==> src/rtl/three_way_tc_pkg.sv <==
// ---------------------------------------------------------------------------
// three_way_tc_pkg
// Shared definitions for the 3-way split carry-less 256x256 multiplier
// controller: operand/limb geometry, the FSM state type, the fixed limb
// product schedule and two small helpers (limb extraction and placement of
// a limb product into the 512-bit accumulator frame).
// No ports; imported by three_way_tc_scheduler and gf2_serial_mul.
// ---------------------------------------------------------------------------
package three_way_tc_pkg;

   // Operand width and the limb stride. Limbs 0 and 1 are L0 bits wide, the
   // top limb takes the remaining WIDTH-2*L0 bits, which sets the core width.
   localparam int WIDTH   = 256;
   localparam int L0      = 85;
   localparam int LW      = WIDTH - 2 * L0;
   localparam int PW      = 2 * LW - 1;
   localparam int NPROD   = 9;
   localparam int LATENCY = NPROD * (LW + 1);

   // Controller states.
   typedef enum logic [1:0] {
      IDLE,
      MUL,
      ACC,
      DONE
   } state_t;

   // Product order k=0..8 as (i,j) limb pairs, ascending in i+j.
   localparam logic [1:0] SCHED_I [NPROD] = '{2'd0, 2'd0, 2'd1, 2'd0, 2'd1, 2'd2, 2'd1, 2'd2, 2'd2};
   localparam logic [1:0] SCHED_J [NPROD] = '{2'd0, 2'd1, 2'd0, 2'd2, 2'd1, 2'd0, 2'd2, 2'd1, 2'd2};

   // Extract limb idx of an operand, zero-extended to the core width.
   function automatic logic [LW-1:0] limb(input logic [WIDTH-1:0] x, input logic [1:0] idx);
      logic [LW-1:0] r;
      case (idx)
         2'd0:    r = {1'b0, x[L0-1:0]};
         2'd1:    r = {1'b0, x[2*L0-1:L0]};
         default: r = x[WIDTH-1:2*L0];
      endcase
      return r;
   endfunction

   // Position a limb product at x^(L0*s) inside the 512-bit result frame.
   // The highest placement (s=4) reaches bit 170+340=510, so bit 511 stays 0.
   function automatic logic [2*WIDTH-1:0] place(input logic [PW-1:0] p, input logic [2:0] s);
      logic [2*WIDTH-1:0] ext;
      logic [2*WIDTH-1:0] r;
      ext = {{(2*WIDTH-PW){1'b0}}, p};
      case (s)
         3'd0:    r = ext;
         3'd1:    r = ext << L0;
         3'd2:    r = ext << (2 * L0);
         3'd3:    r = ext << (3 * L0);
         3'd4:    r = ext << (4 * L0);
         default: r = '0;
      endcase
      return r;
   endfunction

endpackage

==> src/rtl/gf2_serial_mul.sv <==
// ---------------------------------------------------------------------------
// gf2_serial_mul
// Bit-serial LW x LW carry-less (GF(2)[x]) multiplier. A start pulse loads
// both limbs and processes bit 0 of a_limb in the same cycle; each further
// cycle processes the next bit, LSB first. After LW cycles in total the
// product is held in p until the next start.
// Ports:
//   clk     in   rising-edge clock
//   rst     in   synchronous active-low reset
//   start   in   begin a new product (one-cycle pulse)
//   a_limb  in   LW-bit multiplier limb (consumed serially)
//   b_limb  in   LW-bit multiplicand limb
//   done    out  high during the cycle whose edge processes the last bit
//   p       out  2*LW-1 bit carry-less product
// ---------------------------------------------------------------------------
module gf2_serial_mul
   import three_way_tc_pkg::*;
(
   input  logic          clk,
   input  logic          rst,
   input  logic          start,
   input  logic [LW-1:0] a_limb,
   input  logic [LW-1:0] b_limb,
   output logic          done,
   output logic [PW-1:0] p
);

   logic [LW-1:0] a_sh;
   logic [PW-1:0] b_sh;
   logic [6:0]    cnt;
   logic          run;
   logic [PW-1:0] b_ext;

   assign b_ext = {{(PW-LW){1'b0}}, b_limb};

   // done is combinational so the controller can leave MUL on the very edge
   // that folds in the last bit; p is final in the following cycle.
   assign done = run && (cnt == 7'(LW - 1));

   // Shift-and-add datapath: a_sh walks the multiplier bits down to bit 0
   // while b_sh walks the multiplicand up, so only a 1-bit test and one XOR
   // row are needed per cycle instead of a barrel shifter.
   always_ff @(posedge clk) begin
      if (!rst) begin
         a_sh <= '0;
         b_sh <= '0;
         p    <= '0;
         cnt  <= '0;
         run  <= 1'b0;
      end else if (start) begin
         p    <= a_limb[0] ? b_ext : '0;
         a_sh <= a_limb >> 1;
         b_sh <= b_ext << 1;
         cnt  <= 7'd1;
         run  <= 1'b1;
      end else if (run) begin
         if (a_sh[0]) begin
            p <= p ^ b_sh;
         end
         a_sh <= a_sh >> 1;
         b_sh <= b_sh << 1;
         cnt  <= cnt + 7'd1;
         if (done) begin
            run <= 1'b0;
         end
      end
   end

endmodule

==> src/rtl/three_way_tc_scheduler.sv <==
// ---------------------------------------------------------------------------
// three_way_tc_scheduler
// Area-reduced 256x256 carry-less multiplier. One bit-serial limb core is
// time-multiplexed over the nine limb products a_i*b_j, which are XORed into
// a 512-bit accumulator at offset L0*(i+j). One transaction in flight.
// Ports:
//   clk        in   rising-edge clock
//   rst        in   synchronous active-low reset
//   in_valid   in   operands a,b valid
//   in_ready   out  block can accept operands (IDLE and not in reset)
//   a, b       in   WIDTH-bit polynomial operands (bit i = coeff of x^i)
//   out_valid  out  c holds a finished product
//   out_ready  in   consumer accepts c
//   c          out  2*WIDTH-bit carry-less product, bit 511 always 0
//   busy       out  high from accept until the DONE->IDLE edge
// ---------------------------------------------------------------------------
module three_way_tc_scheduler
   import three_way_tc_pkg::*;
(
   input  logic               clk,
   input  logic               rst,
   input  logic               in_valid,
   output logic               in_ready,
   input  logic [WIDTH-1:0]   a,
   input  logic [WIDTH-1:0]   b,
   output logic               out_valid,
   input  logic               out_ready,
   output logic [2*WIDTH-1:0] c,
   output logic               busy
);

   state_t               state;
   state_t               state_next;
   logic [3:0]           k;
   logic [WIDTH-1:0]     a_cap;
   logic [WIDTH-1:0]     b_cap;
   logic [2*WIDTH-1:0]   acc;
   logic                 start;
   logic                 accept;
   logic                 core_done;
   logic [LW-1:0]        a_limb;
   logic [LW-1:0]        b_limb;
   logic [PW-1:0]        partial;
   logic [1:0]           idx_i;
   logic [1:0]           idx_j;
   logic [2:0]           place_sel;

   // Schedule lookup for the current product index. k reaches NPROD after
   // the last accumulate; the guard keeps the table index in range then.
   always_comb begin
      idx_i = 2'd0;
      idx_j = 2'd0;
      if (k < 4'(NPROD)) begin
         idx_i = SCHED_I[k];
         idx_j = SCHED_J[k];
      end
   end

   // Limb muxes feed the core from the captured operands, so a and b may
   // change freely once they have been accepted.
   assign a_limb    = limb(a_cap, idx_i);
   assign b_limb    = limb(b_cap, idx_j);
   assign place_sel = {1'b0, idx_i} + {1'b0, idx_j};

   gf2_serial_mul u_core (
      .clk    (clk),
      .rst    (rst),
      .start  (start),
      .a_limb (a_limb),
      .b_limb (b_limb),
      .done   (core_done),
      .p      (partial)
   );

   // State register.
   always_ff @(posedge clk) begin
      if (!rst) begin
         state <= IDLE;
      end else begin
         state <= state_next;
      end
   end

   // Next-state and handshake outputs. in_ready is gated by rst so it reads
   // 0 throughout a reset cycle and only rises once reset is released.
   always_comb begin
      state_next = state;
      in_ready   = 1'b0;
      out_valid  = 1'b0;
      busy       = 1'b1;
      accept     = 1'b0;
      case (state)
         IDLE: begin
            busy     = 1'b0;
            in_ready = rst;
            if (in_valid && rst) begin
               accept     = 1'b1;
               state_next = MUL;
            end
         end
         MUL: begin
            if (core_done) begin
               state_next = ACC;
            end
         end
         ACC: begin
            state_next = (k == 4'(NPROD - 1)) ? DONE : MUL;
         end
         DONE: begin
            out_valid = 1'b1;
            if (out_ready) begin
               state_next = IDLE;
            end
         end
         default: begin
            state_next = IDLE;
         end
      endcase
   end

   // Datapath: operand capture, product counter, accumulator and the core
   // start strobe. start is registered so it is high exactly in the first
   // cycle of every MUL phase; each product thus costs LW+1 cycles.
   always_ff @(posedge clk) begin
      if (!rst) begin
         k     <= '0;
         a_cap <= '0;
         b_cap <= '0;
         acc   <= '0;
         start <= 1'b0;
      end else begin
         start <= 1'b0;
         if (accept) begin
            a_cap <= a;
            b_cap <= b;
            acc   <= '0;
            k     <= '0;
            start <= 1'b1;
         end
         if (state == ACC) begin
            acc <= acc ^ place(partial, place_sel);
            k   <= k + 4'd1;
            if (k != 4'(NPROD - 1)) begin
               start <= 1'b1;
            end
         end
      end
   end

   // The accumulator only changes while busy, so it is presented directly
   // and stays stable throughout DONE.
   assign c = acc;

endmodule

==> config.mk <==
export PLATFORM = sky130hd
export DESIGN_NAME = three_way_tc_scheduler
export DESIGN_NICKNAME = d
export VERILOG_FILES = /design/src/rtl/three_way_tc_pkg.sv /design/src/rtl/gf2_serial_mul.sv /design/src/rtl/three_way_tc_scheduler.sv
export SDC_FILE = /design/constraint.sdc
export NUM_CORES = 2
export LEC_CHECK = 0
export CAP_MARGIN = 30
export CORE_AREA = 2 2 402 404
export CTS_CLUSTER_DIAMETER = 60
export CTS_CLUSTER_SIZE = 40
export DETAILED_ROUTE_END_ITERATION = 12
export DIE_AREA = 0 0 404 406
export PLACE_DENSITY = 0.65
export SLEW_MARGIN = 20
export SYNTH_ARGS = -nofsm -noshare
export SYNTH_HDL_FRONTEND = slang
export SYNTH_SLANG_ARGS = --single-unit
==> constraint.sdc <==
create_clock -name clk -period 4.5 [get_ports clk]
set_input_delay 0.9 -clock clk [delete_from_list [all_inputs] [get_ports clk]]
set_output_delay 0.9 -clock clk [all_outputs]
set_load 0.05 [all_outputs]
* Word level (Yosys, flattened, before mapping)
Memory sizes are Yosys's and may differ from the RTL's.
Cells that the tools add are included.
** Cells by class
- Equal/unequal tests :: 15
- Reduce and logical (&&, ||, !) cells :: 12
- Mux-type cells :: 41
- Magnitude comparators :: 2
- Bitwise operators :: 4
- Add/subtract/negate cells :: 3
** Operator list (count)
- $pmux W511 S5 :: 1
- $mux W512 :: 4
- $mux W171 :: 3
- $xor A512 B512 Y512 :: 1
- $pmux W86 S2 :: 2
- $mux W87 :: 2
- $xor A171 B171 Y171 :: 1
- $mux W85 :: 2
- $mux W86 :: 1
- $mux W2 :: 10
- $mux W1 :: 13
- $mux W4 :: 2
- $pmux W2 S4 :: 1
- $add A7 B1 Y7 const B :: 1
- $eq A7 B7 Y1 const B :: 1
- $eq A2 B1 Y1 const B :: 3
- $eq A3 B2 Y1 const B :: 2
- $logic_not A2 Y1 :: 3
- $ne A2 B2 Y1 const B :: 3
- $reduce_bool A2 Y1 :: 3
- $ge A5 B5 Y1 const B :: 1
- $not A4 Y5 :: 1
- $add A4 B1 Y4 const B :: 1
- $eq A2 B2 Y1 const B :: 2
- 12 further kinds :: 13
** Word-level totals
- Output and inout port bits :: 515
- Bits in registers :: 1465
- Memory bits (read-only) :: 64
- Memories :: 2
** Memory list
- (name not given) :: depth 16, bits a word 2, read ports 1, clocked after Yosys merged registers in 0, wr ports 0, RTL line three_way_tc_scheduler.sv:55 : idx_j = SCHED_J[k];
- (name not given) :: depth 16, bits a word 2, read ports 1, clocked after Yosys merged registers in 0, wr ports 0, RTL line three_way_tc_scheduler.sv:54 : idx_i = SCHED_I[k];

* Logic depth before layout (Yosys ltp)
- Depth after elaboration :: 12
- Mapped depth :: 16
- Mapped depth without buffers :: 11

* By module
A second synthesis with hierarchy kept.
** Second synthesis, totals
- Cell total of the unflattened synthesis :: 8003
- Area, all modules :: 66202.2 um^2
** By module, submodules not included
- three_way_tc_scheduler :: cells an instance 5724, seq. area each 20619.8 um^2, times used 1, area an instance 46440.8 um^2
- gf2_serial_mul :: cells an instance 2279, seq. area each 8688.3 um^2, times used 1, area an instance 19761.5 um^2

* Worst setup path after synthesis
OpenSTA, ideal clock, no wires.
- Path kind :: register to register
- From :: register k[0]
- To :: register acc[420] (netlist: c[420])
- Setup time :: 0.142 ns
- Stages on the path, launching flop included :: 17
- Period minus slack after synthesis :: 3.737 ns
- Path slack :: 0.763 ns
- Arrival :: 3.594 ns
- Data required time :: 4.358 ns
- Cell sequence :: dfxtp_1 > inv_1 > ha_1 > nand2b_1 > a21oi_1 > buf_2 > buf_2 > and2_1 > fa_1 > inv_1 > clkbuf_1 > nor2_1 > clkbuf_1 > buf_1 > a32oi_1 > o2111ai_1 > o41ai_1
** On the way
- Word-level cells in the longest chain between the ends :: 12
- Elaborated cells between the ends (all ways) :: 21
- Classes of those cells :: add/sub: 1; order compare: 1; eq/ne: 4; mux: 10; bitwise: 2; reduce/logical: 1; memory: 2
** RTL lines
- from (decl) :: RTL line three_way_tc_scheduler.sv:34 : logic [3:0] k;
- from (signal assigned) :: RTL line three_way_tc_scheduler.sv:142 : k <= k + 4'd1;
- $not A4 Y5 (not written as such) :: RTL line three_way_tc_scheduler.sv:54, three_way_tc_scheduler.sv:55
- $mem_v2 Z16 W2, on equally long branches
- $mux W2, on equally long branches (2 in a row) :: RTL line three_way_tc_scheduler.sv:54, three_way_tc_scheduler.sv:55
- $mux W2 :: RTL line three_way_tc_scheduler.sv:53 : if (k < 4'(NPROD)) begin
- $add A2 B2 Y3 (*) :: RTL line three_way_tc_scheduler.sv:63 : assign place_sel = {1'b0, idx_i} + {1'b0, idx_j};
- $eq A3 B3 Y1 (tied with other cells) :: RTL line three_way_tc_pkg.sv:49 : case (s)
- $pmux W511 S5 (*) :: RTL line three_way_tc_pkg.sv:49
- $mux W512 (*) :: RTL line three_way_tc_scheduler.sv:140 : if (state == ACC) begin
- $mux W512 (*) :: RTL line three_way_tc_scheduler.sv:125 : if (!rst) begin
- $xor A512 B512 Y512 (*) :: RTL line three_way_tc_scheduler.sv:141 : acc <= acc ^ place(partial, place_sel);
- $mux W512 (*) :: RTL line three_way_tc_scheduler.sv:140
- to (signal assigned) :: RTL line three_way_tc_scheduler.sv:141
- to (decl) :: RTL line three_way_tc_scheduler.sv:37 : logic [2*WIDTH-1:0] acc;
Every way passes the cells marked *; elsewhere a longest branch is shown, timed or not. The select of a mux whose other input is x is not followed.
A chain may end at the register's enable or synchronous reset.

* Final worst setup path
- From :: register k[2]
- To :: register acc[85] (netlist: c[85])
The elaborated chain is that of the path after synthesis.

==> metrics.md <==
| Metric | Value |
|---|---|
| Number of flops mapped to enable cells by yosys | `0` |
| Critical path required time | `5180 ps` |
| Syn_area_per_cell | `8.55 sq um` |
| Yosys Warn Count | `0` |
| Worst Path Buf+Inv | `3` |
| Max Freq | `0.247 GHz` |
| Final setup fails | `0` |
| Number of global-route vias before repair | `53700` |
| Logic pwr share | `7.4%` |
| CP max-delay cell | `nor2b_1` |
| Max cap viols | `0` |
| Critical Path AT | `4720 ps` |
| Num ports | `1031` |
| Area share of the largest cell type after synthesis | `46.0%` |
| Slew Limit Headroom | `18.2%` |
| Layout Skew | `54.7 ps` |
| DP HPWL | `159000 um` |
| Setup Buffers After CTS | `0` |
| CTS resizes | `0` |
| Worst Path Max Fanout | `140` |
| Grt ovf | `0` |
| Setup TNS | `0 ps` |
| Worst VDD drop | `376 uV` |
| Net Switching | `0.00725 W` |
| PD cells | `350 nW/um^2` |
| Worst Tran Pin Value | `1230 ps` |
| Synthesized Nets | `7974` |
| Delay-heaviest family, CP | `simple AND/OR/NAND/NOR gates` |
| Fillcell total | `15000` |
| CTS clk-pin slew, worst paths | `60 ps` |
| Number of distinct library cells after synthesis | `51` |
| Initial antenna violation count | `33` |
| Starting density of the core | `39.9%` |
| Root buf cell | `clkbuf_16` |
| Port Buf Inserts | `1029` |
| RD Place Congestion | `0.904` |
| Largest net degree at the start of global routing | `204` |
| Tcrit/Tclk final | `89.8%` |
| Clock share of power | `44.0%` |
| Final antenna-violating net count | `0` |
| Critical path class | `flop to flop` |
| Gr usage total | `26.7%` |
| Worst setup EP type | `flop` |
| DR vias | `58000` |
| Post-synthesis cell area | `63700 sq um` |
| Register area share after synthesis | `46.0%` |
| Tmin final | `4040 ps` |
| Synth top area cells | `dfxtp_1 (46%), nand2_1 (9.6%), mux2i_1 (8.0%), nand3_1 (6.1%), clkbuf_1 (3.1%)` |
| Max incr delay on CP | `690 ps` |
| Core Footprint | `160000 sq um` |
| Die height | `406 um` |
| Synth Flop Type | `dfxtp_1` |
| Unrepaired setup endpoints after global routing | `false` |
| Clock Sink Count | `1464` |
| Pins over their slew limit | `0` |
| Worst min path class | `flop to flop` |
| Area Growth Syn to Fin | `26.0%` |
| Share of cells above drive strength 1 | `6.60%` |
| WL per Instance | `22.4 um` |
| Clk buf depth | `3` |
| Cell Chain, Critical Path | `nor2b_1 -> a2bb2oi_4 -> inv_1 -> fa_1 -> inv_4 -> nand2_4 -> buf_12 -> or3_1 -> a21oi_1` |
| Run status | `complete, no violations` |
| Synth Register Bits | `1464` |
| # H-tree levels | `4` |
| DRC viols | `0` |
| Startpoint Class | `flop` |
| Flop pwr share | `48.6%` |
| Nets | `8567` |
| Initial DRC count | `5326` |
| Final wirelength | `229000 um` |
| Inst Count DP | `9995` |
| Fin cells | `10300` |
| Global-route wire length before repair | `339000 um` |
| CTS Buf Count | `132` |
| Synth Instances | `7451` |
| P_leak | `30.2 nW` |
| Vias per cell | `5.66` |
| Int Pwr | `0.0208 W` |
| Sw frac | `25.8%` |
| Post-CTS Hold Buffers | `0` |
| Async S/R FF share, synth | `0%` |
| Die X | `404 um` |
| First-pass DRT Iterations | `6` |
| Row cnt | `147` |
| Final Hold Viols | `0` |
| Clk_lat worst skew | `780 ps` |
| CTS tree | `built` |
| Die Area | `164000 sq um` |
| Yosys top cell by area | `dfxtp_1` |
-- path summary, 6_finish.rpt --
path	start	endpoint	slack [ps]	cells past startpoint
max	k[2]$_SDFFE_PN0P_	c[85]$_SDFFE_PN0P_	460	9
min	b_cap[41]$_SDFFE_PN0P_	b_cap[41]$_SDFFE_PN0P_	450	2
max reg2reg	k[2]$_SDFFE_PN0P_	c[85]$_SDFFE_PN0P_	460	9
min reg2reg	b_cap[41]$_SDFFE_PN0P_	b_cap[41]$_SDFFE_PN0P_	450	2
-- area by class of cell --
cell class,instances,area (sq um),area share [%]
Timing Repair Buffer,1132,11700,14.5
Antenna cell,17,42.5,0.0530
Tap cell,2086,2610,3.25
Clock buffer,148,3500,4.36
Sequential cell,1464,29300,36.5
Multi-Input combinational cell,5305,31900,39.7
Inverter,9,47.5,0.0592
Clock inverter,93,1200,1.50
-- cells in the final DEF, fill, tap and decap left out, types with 84 or more instances in the layout --
cell type,count
a32oi_1,86
clkbuf_16,136
mux2i_1,509
a211oi_1,172
nand3_1,773
o21a_1,88
nor2b_1,87
clkdlybuf4s50_1,1027
mux2_2,170
or3_1,173
nor2_1,269
and3_1,84
nand2b_1,92
nand2_1,1625
nor3b_1,87
o22ai_1,84
a21oi_1,352
o41ai_1,85
xor2_1,174
dfxtp_1,1462
o211ai_1,253
o2111ai_1,85
-- kinds of logic (layout without fill, tap and decap cells) --
kind of cell / after synthesis / in the layout / share of synthesized area (%)
mux: 679 / 679 / 11.0
compound gates: 1227 / 1227 / 13.4
simple gates: 3215 / 3215 / 22.8
xor+xnor: 176 / 176 / 2.42
buf+inv: 682 / 1382 / 4.22
fa+ha+maj: 7 / 7 / 0.149
flops: 1464 / 1464 / 46.0
other cells: 1 / 18 / 0.00589
-- state kept, by name (all words and copies together), names as in the netlist --
| name | count |
|---|---|
| u_core.cnt | 7 |
| a_cap | 256 |
| start | 1 |
| u_core.p | 171 |
| u_core.a_sh | 85 |
| u_core.b_sh | 170 |
| c | 511 |
| b_cap | 256 |
| state | 2 |
| u_core.run | 1 |
| k | 4 |
-- synth_stat cells, types with 3 or more instances --
master / number
buf_1: 61
a21oi_1: 353
o41ai_1: 85
nor3b_1: 87
mux2_2: 170
ha_1: 6
xor2_1: 174
a32oi_1: 86
o21a_1: 88
a211oi_1: 172
inv_1: 6
o21ai_0: 6
buf_4: 6
a221oi_1: 3
and3_1: 86
o2111ai_1: 85
nor2_1: 271
nand4_1: 4
buf_2: 85
clkbuf_1: 521
o211ai_1: 253
and2_1: 3
a21o_1: 3
nand3_1: 775
dfxtp_1: 1464
nor2b_1: 87
mux2i_1: 509
o22ai_1: 84
nand2b_1: 94
or3_1: 173
nand2_1: 1628
-- through the flow --
| step | instance area (sq um) | worst slack (ps) | utilization, % | power (W) | hold slack (ps) |
|---|---|---|---|---|---|
| after detailed placement | 75500 | 523 | 47.3 | 0.0160 | 441 |
| final | 80300 | 459 | 50.3 | 0.0281 | 452 |
| after CTS | 80200 | 510 | 50.2 | 0.0283 | 453 |
| after floorplan | 63700 | 763 | - | 0.0150 | 431 |
| after global routing | 80300 | 229 | 50.3 | 0.0291 | 464 |
| after global placement | 75400 | 667 | 47.2 | 0.0160 | 439 |
-- power by group through the flow --
stage	Clock (W)	Combinational, W	Sequential [W]
final	0.0124	0.00207	0.0137
after global routing	0.0131	0.00226	0.0137
after CTS	0.0126	0.00207	0.0137
after detailed placement	0	0.00206	0.0140
after global placement	0	0.00203	0.0139
after floorplan	0	0.00118	0.0138
-- worst min-delay path: stages (launching register included) --
cell     delay (ps)
dfxtp_1         300
nand3_1          60
nand2_1          50
-- per-layer routing --
metal	up-vias	track usage [%]	share of wire [%]
li1	27400	-	-
met1	28000	35.2	43
met2	2146	41.3	45
met3	446	5.48	7.3
met4	34	13.7	5.3
met5	-	0	0.10
(Power assumes the default switching activity.)
